<file path="config.mk">
export PLATFORM = sky130hd
export DESIGN_NAME = framebuffer_arbiter
export DESIGN_NICKNAME = d
export VERILOG_FILES = /design/src/rtl/framebuffer_arbiter.sv
export SDC_FILE = /design/constraint.sdc
export NUM_CORES = 1
export LEC_CHECK = 0
export BUFFER_PORTS_ARGS = -buffer_cell sky130_fd_sc_hd__buf_4
export CAP_MARGIN = 10
export CORE_MARGIN = 2
export CORE_UTILIZATION = 25
export CTS_BUF_LIST = sky130_fd_sc_hd__clkbuf_4 sky130_fd_sc_hd__clkbuf_8
export CTS_CLUSTER_DIAMETER = 60
export CTS_CLUSTER_SIZE = 30
export DETAILED_ROUTE_END_ITERATION = 6
export PLACE_DENSITY = 0.52
export SLEW_MARGIN = 20
export SYNTH_ARGS = -nofsm -noshare
export SYNTH_HDL_FRONTEND = slang
export SYNTH_SLANG_ARGS = --single-unit
export TNS_END_PERCENT = 100
</file>
<file path="constraint.sdc">
create_clock -name clk_in -period 2.6 [get_ports clk_in]
set_clock_uncertainty 0.05 [all_clocks]
set_input_delay 0.13 -clock clk_in [delete_from_list [all_inputs] [get_ports clk_in]]
set_output_delay 0.13 -clock clk_in [all_outputs]
set_load 0.05 [all_outputs]
</file>
<file path="src/rtl/framebuffer_arbiter.sv">
// ---------------------------------------------------------------------------
// framebuffer_arbiter
//   Shares one single-port 16-bit framebuffer RAM between the pixel fetch
//   path (word reads, latency critical) and the UART command path (byte
//   writes). Reads normally win. A pending write that keeps losing is forced
//   through after WR_MAX_WAIT lost cycles. A one-entry posted-write holding
//   register decouples the UART writer from RAM contention.
//
// Ports
//   clk_in, reset        : clock, synchronous active-high reset
//   rd_req/rd_addr       : word read request, held until rd_ack
//   rd_ack               : read granted this cycle (combinational)
//   rd_data/rd_valid     : read word, rd_valid pulses 2 cycles after rd_ack
//   wr_req/wr_addr/wr_data : one-cycle byte write strobe, byte address, byte
//   wr_busy              : holding register occupied (registered)
//   wr_overflow          : sticky, a write strobe arrived while busy
//   wr_count             : writes committed to RAM, wraps at 256
//   ram_*                : RAM port; ram_data_in valid the cycle after address
// ---------------------------------------------------------------------------
module framebuffer_arbiter #(
    parameter int unsigned ADDR_WIDTH        = 11,
    parameter int unsigned WR_MAX_WAIT       = 8,
    parameter int unsigned WR_MAX_WAIT_WIDTH = 4
) (
    input  logic                  clk_in,
    input  logic                  reset,
    input  logic                  rd_req,
    input  logic [ADDR_WIDTH-1:0] rd_addr,
    output logic                  rd_ack,
    output logic [15:0]           rd_data,
    output logic                  rd_valid,
    input  logic                  wr_req,
    input  logic [ADDR_WIDTH:0]   wr_addr,
    input  logic [7:0]            wr_data,
    output logic                  wr_busy,
    output logic                  wr_overflow,
    output logic [7:0]            wr_count,
    output logic [ADDR_WIDTH-1:0] ram_address,
    output logic [15:0]           ram_data_out,
    output logic [1:0]            ram_byte_we,
    output logic                  ram_clk_enable,
    input  logic [15:0]           ram_data_in
);

    typedef enum logic [1:0] {
        GNT_IDLE = 2'd0,
        GNT_RD   = 2'd1,
        GNT_WR   = 2'd2
    } grant_t;

    localparam logic [WR_MAX_WAIT_WIDTH-1:0] STARVE_MAX = WR_MAX_WAIT_WIDTH'(WR_MAX_WAIT);

    // Holding register and status
    logic                          r_wr_busy;
    logic [ADDR_WIDTH:0]           r_wr_addr;
    logic [7:0]                    r_wr_data;
    logic                          r_wr_overflow;
    logic [7:0]                    r_wr_count;
    logic [WR_MAX_WAIT_WIDTH-1:0]  r_starve_cnt;

    // Read return pipeline: r_rd_pend marks that the RAM is presenting data
    // for a read granted in the previous cycle.
    logic                          r_rd_pend;
    logic                          r_rd_valid;
    logic [15:0]                   r_rd_data;

    grant_t                        w_grant;
    logic                          w_force_wr;

    // Arbitration. Grants are suppressed while reset is high so that nothing
    // reaches the RAM and no read enters the return pipeline.
    always_comb begin
        w_force_wr = r_wr_busy && (r_starve_cnt == STARVE_MAX);
        w_grant    = GNT_IDLE;
        if (!reset) begin
            if (r_wr_busy && (!rd_req || w_force_wr)) begin
                w_grant = GNT_WR;
            end else if (rd_req) begin
                w_grant = GNT_RD;
            end
        end
    end

    // RAM port and read acknowledge
    always_comb begin
        rd_ack         = 1'b0;
        ram_address    = '0;
        ram_data_out   = '0;
        ram_byte_we    = '0;
        ram_clk_enable = 1'b0;
        case (w_grant)
            GNT_RD: begin
                rd_ack         = 1'b1;
                ram_address    = rd_addr;
                ram_clk_enable = 1'b1;
            end
            GNT_WR: begin
                ram_address    = r_wr_addr[ADDR_WIDTH:1];
                ram_data_out   = {r_wr_data, r_wr_data};
                // Even byte address is the high byte (MSB-first pixel stream)
                ram_byte_we    = r_wr_addr[0] ? 2'b01 : 2'b10;
                ram_clk_enable = 1'b1;
            end
            default: begin
            end
        endcase
    end

    always_ff @(posedge clk_in) begin
        if (reset) begin
            r_wr_busy     <= 1'b0;
            r_wr_addr     <= '0;
            r_wr_data     <= '0;
            r_wr_overflow <= 1'b0;
            r_wr_count    <= '0;
            r_starve_cnt  <= '0;
            r_rd_pend     <= 1'b0;
            r_rd_valid    <= 1'b0;
            r_rd_data     <= '0;
        end else begin
            r_rd_pend  <= (w_grant == GNT_RD);
            r_rd_valid <= r_rd_pend;
            if (r_rd_pend) begin
                r_rd_data <= ram_data_in;
            end

            // A strobe while busy (including the grant cycle) is dropped
            if (wr_req) begin
                if (r_wr_busy) begin
                    r_wr_overflow <= 1'b1;
                end else begin
                    r_wr_busy <= 1'b1;
                    r_wr_addr <= wr_addr;
                    r_wr_data <= wr_data;
                end
            end

            if (w_grant == GNT_WR) begin
                r_wr_busy    <= 1'b0;
                r_wr_count   <= r_wr_count + 8'd1;
                r_starve_cnt <= '0;
            end else if (r_wr_busy && (w_grant == GNT_RD) && (r_starve_cnt != STARVE_MAX)) begin
                r_starve_cnt <= r_starve_cnt + WR_MAX_WAIT_WIDTH'(1);
            end
        end
    end

    assign rd_valid    = r_rd_valid;
    assign rd_data     = r_rd_data;
    assign wr_busy     = r_wr_busy;
    assign wr_overflow = r_wr_overflow;
    assign wr_count    = r_wr_count;

endmodule
</file>
; Word-level counts from Yosys, hierarchy flattened
; Index checks and enable logic that the tools add are counted.
; Widths: inputs -> output; s select.
[op_classes]
n_addsub = 2
eq_ne = 4
n_mux = 9
bitwise_logic = 1
reduce_logical = 10
[op_table]
columns = cell, n
row1 = $pmux 11 s2, 1
row2 = $mux 16, 1
row3 = $add 8x1->8 const B, 1
row4 = $mux 2, 4
row5 = $add 4x1->4 const B, 1
row6 = $eq 4x4->1 const B, 1
row7 = $logic_and 1x1->1, 4
row8 = $ne 4x4->1 const B, 1
row9 = $reduce_and 2->1, 2
row10 = $reduce_or 2->1, 2
row11 = $mux 1, 3
row12 = $eq 2x1->1 const B, 1
row13 = $eq 2x2->1 const B, 1
row14 = $logic_not 1->1, 1
row15 = $logic_or 1x1->1, 1
row16 = $not 1->1, 1
[word_totals]
register_bits = 52
in_bits = 51
out_inout_bits = 58
word_cells = 35

; Longest topological paths before layout
[logic_depth]
word_depth = 9
ltp_mapped = 10
depth_no_buf = 9

; Least setup slack after synthesis
; OpenSTA, ideal clock, no wires.
[synth_path]
path_type = register to output
from = register r_starve_cnt[0]
to = output ram_address[0]
arrival_time_ps = 2646
t_required_ps = 2420
slack_ps = -226
stages_incl_launch_ff = 10
n_path_buf = 1
path_cell_list = dfxtp_1 > inv_1 > ha_1 > and3b_1 > nand2_1 > and3b_1 > ha_1 > clkbuf_1 > a22oi_1 > nor2_1
[synth_between]
elab_chain_cells = 8
elab_cells_between_ends = 9
classes_between = eq/ne (3) / mux (3) / reduce/logical (3)
[synth_rtl]
columns = item, line
row1 = "start, declared", 59  ; logic [WR_MAX_WAIT_WIDTH-1:0] r_starve_cnt;
row2 = "start signal, assigned", 143  ; r_starve_cnt <= r_starve_cnt + WR_MAX_WAIT_WIDTH'(1);
row3 = $eq 4x4->1 *, 73  ; w_force_wr = r_wr_busy && (r_starve_cnt == STARVE_MAX);
row4 = $logic_and 1x1->1 *, 73
row5 = $logic_or 1x1->1 *, 76  ; if (r_wr_busy && (!rd_req || w_force_wr)) begin
row6 = $logic_and 1x1->1 *, 76
row7 = $mux 2 *, 76
row8 = $mux 2 *, 75  ; if (!reset) begin
row9 = $eq 2x2->1 or $eq 2x1->1 (tied branches), 91  ; case (w_grant)
row10 = $pmux 11 s2 *, 91
row11 = "end, declared", 38  ; output logic [ADDR_WIDTH-1:0] ram_address,
; Every way passes the cells marked *; elsewhere a longest branch is shown, timed or not.

; Worst setup path in the final report
[layout_path]
from = register r_starve_cnt[0]
to = output ram_address[7]
; Same word-level chain as after synthesis.

==> impl_metrics.ini <==
[critical_path]
crit_fanout = 16
start_kind = register
worstSetupEndpointType = output port
cp.required_ns = 2.42
crit_type = reg2out
arrival_ns = 2.21

[floorplan]
die-area_mm2 = 0.00988
die_height_um = 99.4
floorplan.rows = 34
core_region_area_mm2 = 0.00876
initial_core_util_pct = 26.0
die_w_um = 99.4
io_pins = 109

[power_and_ir_drop]
total_power_w = 0.00162
power_frac_clock_pct = 29.4
p_comb_share_pct = 18.4
netSwitchingFraction_pct = 29.3
switchingPower_w = 0.000474
seqPwrFrac_pct = 52.2
power_leakage_nw = 1.46
internal_power_w = 0.00115
ir_worst_vdd_mv = 0.244
p_per_area_mw_per_mm2 = 481

[grt]
grt_max_degree = 35
grt_pass1_vias = 2010
grt_overflow = 0
busiest_layer = met2
grt_usage_pct = 12.4
antenna_found_initial = 0
met1_usage_pct = 15.9
grtUsageMet2_pct = 20.8
grt_pass1_wl_um = 9920
met3_usage_pct = 2.81

[sta]
final.setup.tns_ns = 0
tightestPinTransition_ns = 0.774
relSlewSlack_pct = 48.4
maxSlewViolCount = 0
period_share_pct = 91.9
fin_crit_ns = 2.39
fmaxAchievable_mhz = 419
finalSetupViolCount = 0
hold_viol = 0
rsz0062_at_grt = no

[run]
cap_violations = 0

[routing]
viasPerCell = 4.40
wire_per_inst_um = 12.5
postRouteAntennaNets = 0
drt_iter0_markers = 98
drcViolationCount = 0
vias = 2116
finalWirelength_um = 5990
firstDrtPassIters = 4

[hold_path]
hold_path.class = in2reg

[cts]
post_cts_buffers = 0
clockBufferDepth = 2
tritoncts = done
numCtsBuffers = 5
clkSlewWorstSetupHoldPaths_ns = 0.10
cts.sinks = 52
clk_latency_ns = 0.30
root_buffer = clkbuf_8
cts_htree_levels = 2

[synthesis]
ys_ff_latch = 52
ys_seq_area_share_pct = 45.8
syn_area_mm2 = 0.00227
syn_nets = 322
synthDistinctLibCells = 28
ys_warn_count = 0
syn_inst = 266
syn_area_per_cell_um2 = 8.55

[cells_and_area]
final_common_cell = buf_4
syn2layout_area_growth_pct = 48.3
final_cell_mix = 113 x buf_4, 52 x dfxtp_1, 46 x nand2_1
final_layout_size_suffix_gt1_share_pct = 37.0
diodes = 0
final_nets = 428
num-fill-cells = 908

[placement]
port_buffers = 108
dpl.hpwl_um = 4260
gp_congestion = 0.777

[run_status]
status = complete, no violations
==> critical path, stage by stage, from the launching register on <==
cell,delay [ns]
dfxtp_1,0.38
inv_1,0.07
ha_1,0.21
and3b_1,0.22
nand2_1,0.09
and3b_1,0.22
ha_4,0.26
a22oi_1,0.10
nor2_1,0.13
buf_4,0.22
==> through the flow <==
stage | hold slack [ns] | cell area (um2) | std cells | util, % | worst slack (ns)
floorplan | 0.190 | 2300 | 266 | - | 0.158
global placement | 0.303 | 3140 | 462 | 35.9 | 0.409
detailed placement | 0.313 | 3140 | 462 | 35.9 | 0.340
CTS | 0.000512 | 3350 | 481 | 38.2 | 0.0438
global route | 0.00115 | 3370 | 481 | 38.5 | 0.0122
finish | 0.00985 | 3370 | 481 | 38.5 | 0.212
==> what timing repair did <==
action	in CTS	in global routing
resized for setup	0	5
hold buffers	11	0
setup endpoints to repair	0	12
hold endpoints to repair	11	0
==> Yosys cell counts <==
| cell | instances | area share, % |
|---|---|---|
| nor4b_1 | 1 | 0.39 |
| a31o_2 | 1 | 0.39 |
| nand4_2 | 1 | 0.55 |
| nand4_1 | 1 | 0.28 |
| xnor2_1 | 1 | 0.39 |
| a21boi_0 | 3 | 0.99 |
| nand3b_1 | 3 | 0.99 |
| a22oi_1 | 11 | 3.6 |
| mux2i_1 | 17 | 7.5 |
| clkbuf_1 | 9 | 1.5 |
| o21a_1 | 1 | 0.33 |
| a21oi_1 | 24 | 5.3 |
| and2_1 | 10 | 2.8 |
| nor2_1 | 34 | 5.6 |
| and3b_1 | 3 | 1.2 |
| xor2_1 | 3 | 1.2 |
| buf_4 | 11 | 3.6 |
| nand2_1 | 46 | 7.6 |
| nand2b_1 | 1 | 0.28 |
| nand4_4 | 1 | 0.94 |
| or3_1 | 4 | 1.1 |
| nand3_1 | 4 | 0.88 |
| inv_1 | 3 | 0.50 |
| buf_2 | 6 | 1.3 |
| nor2b_1 | 4 | 1.1 |
| o21ai_0 | 6 | 1.3 |
| ha_1 | 5 | 2.8 |
| dfxtp_1 | 52 | 46 |
==> power by group through the flow <==
stage / Clock (W) / Combinational, W / Sequential (W)
floorplan: 0 / 0.000134 / 0.000899
global placement: 0 / 0.000282 / 0.000863
detailed placement: 0 / 0.000284 / 0.000864
CTS: 0.000503 / 0.000298 / 0.000846
global route: 0.000532 / 0.000323 / 0.000851
finish: 0.000478 / 0.000298 / 0.000846
==> registers in the layout, summed over array words and instances (netlist names) <==
register / cells
r_wr_data: 8
r_wr_addr: 12
wr_busy: 1
r_rd_pend: 1
rd_valid: 1
rd_data: 16
wr_count: 8
r_starve_cnt: 4
wr_overflow: 1
==> area by class of cell <==
class | instances | area (um2) | share of cell area, %
flip-flops and latches | 52 | 1040 | 30.9
repair buffers | 125 | 970 | 28.7
multi-input cells | 185 | 1120 | 33.3
well taps | 108 | 135 | 4.01
clock inverters | 3 | 23.8 | 0.705
inverters | 3 | 11.3 | 0.334
clock buffers | 5 | 68.8 | 2.04
==> final timing paths <==
kind	start	endpoint	slack (ns)	depth (start not counted)
setup / recovery	r_starve_cnt[0]	ram_address[7]	0.21	9
hold / removal	ram_data_in[8]	rd_data[8]	0.01	3
setup reg to reg	r_starve_cnt[0]	r_starve_cnt[3]	0.40	9
hold reg to reg	r_wr_data[4]	r_wr_data[4]	0.41	2
==> layer usage <==
metal	wire length, um	up-vias
met5	0	-
met4	56	0
met3	375	5
met2	2830	71
met1	2730	953
li1	-	1087
==> cells by family after synthesis <==
| logic type | Yosys count | synth area share [%] |
|---|---|---|
| AOI/OAI and AO/OA | 46 | 11.9 |
| xor gates and xnor gates | 4 | 1.54 |
| adders and majority gates | 5 | 2.75 |
| buffers and inverters | 29 | 6.93 |
| DFF | 52 | 45.8 |
| muxes | 17 | 7.48 |
| and+or+nand+nor | 113 | 23.6 |
(Power assumes the default switching activity.)
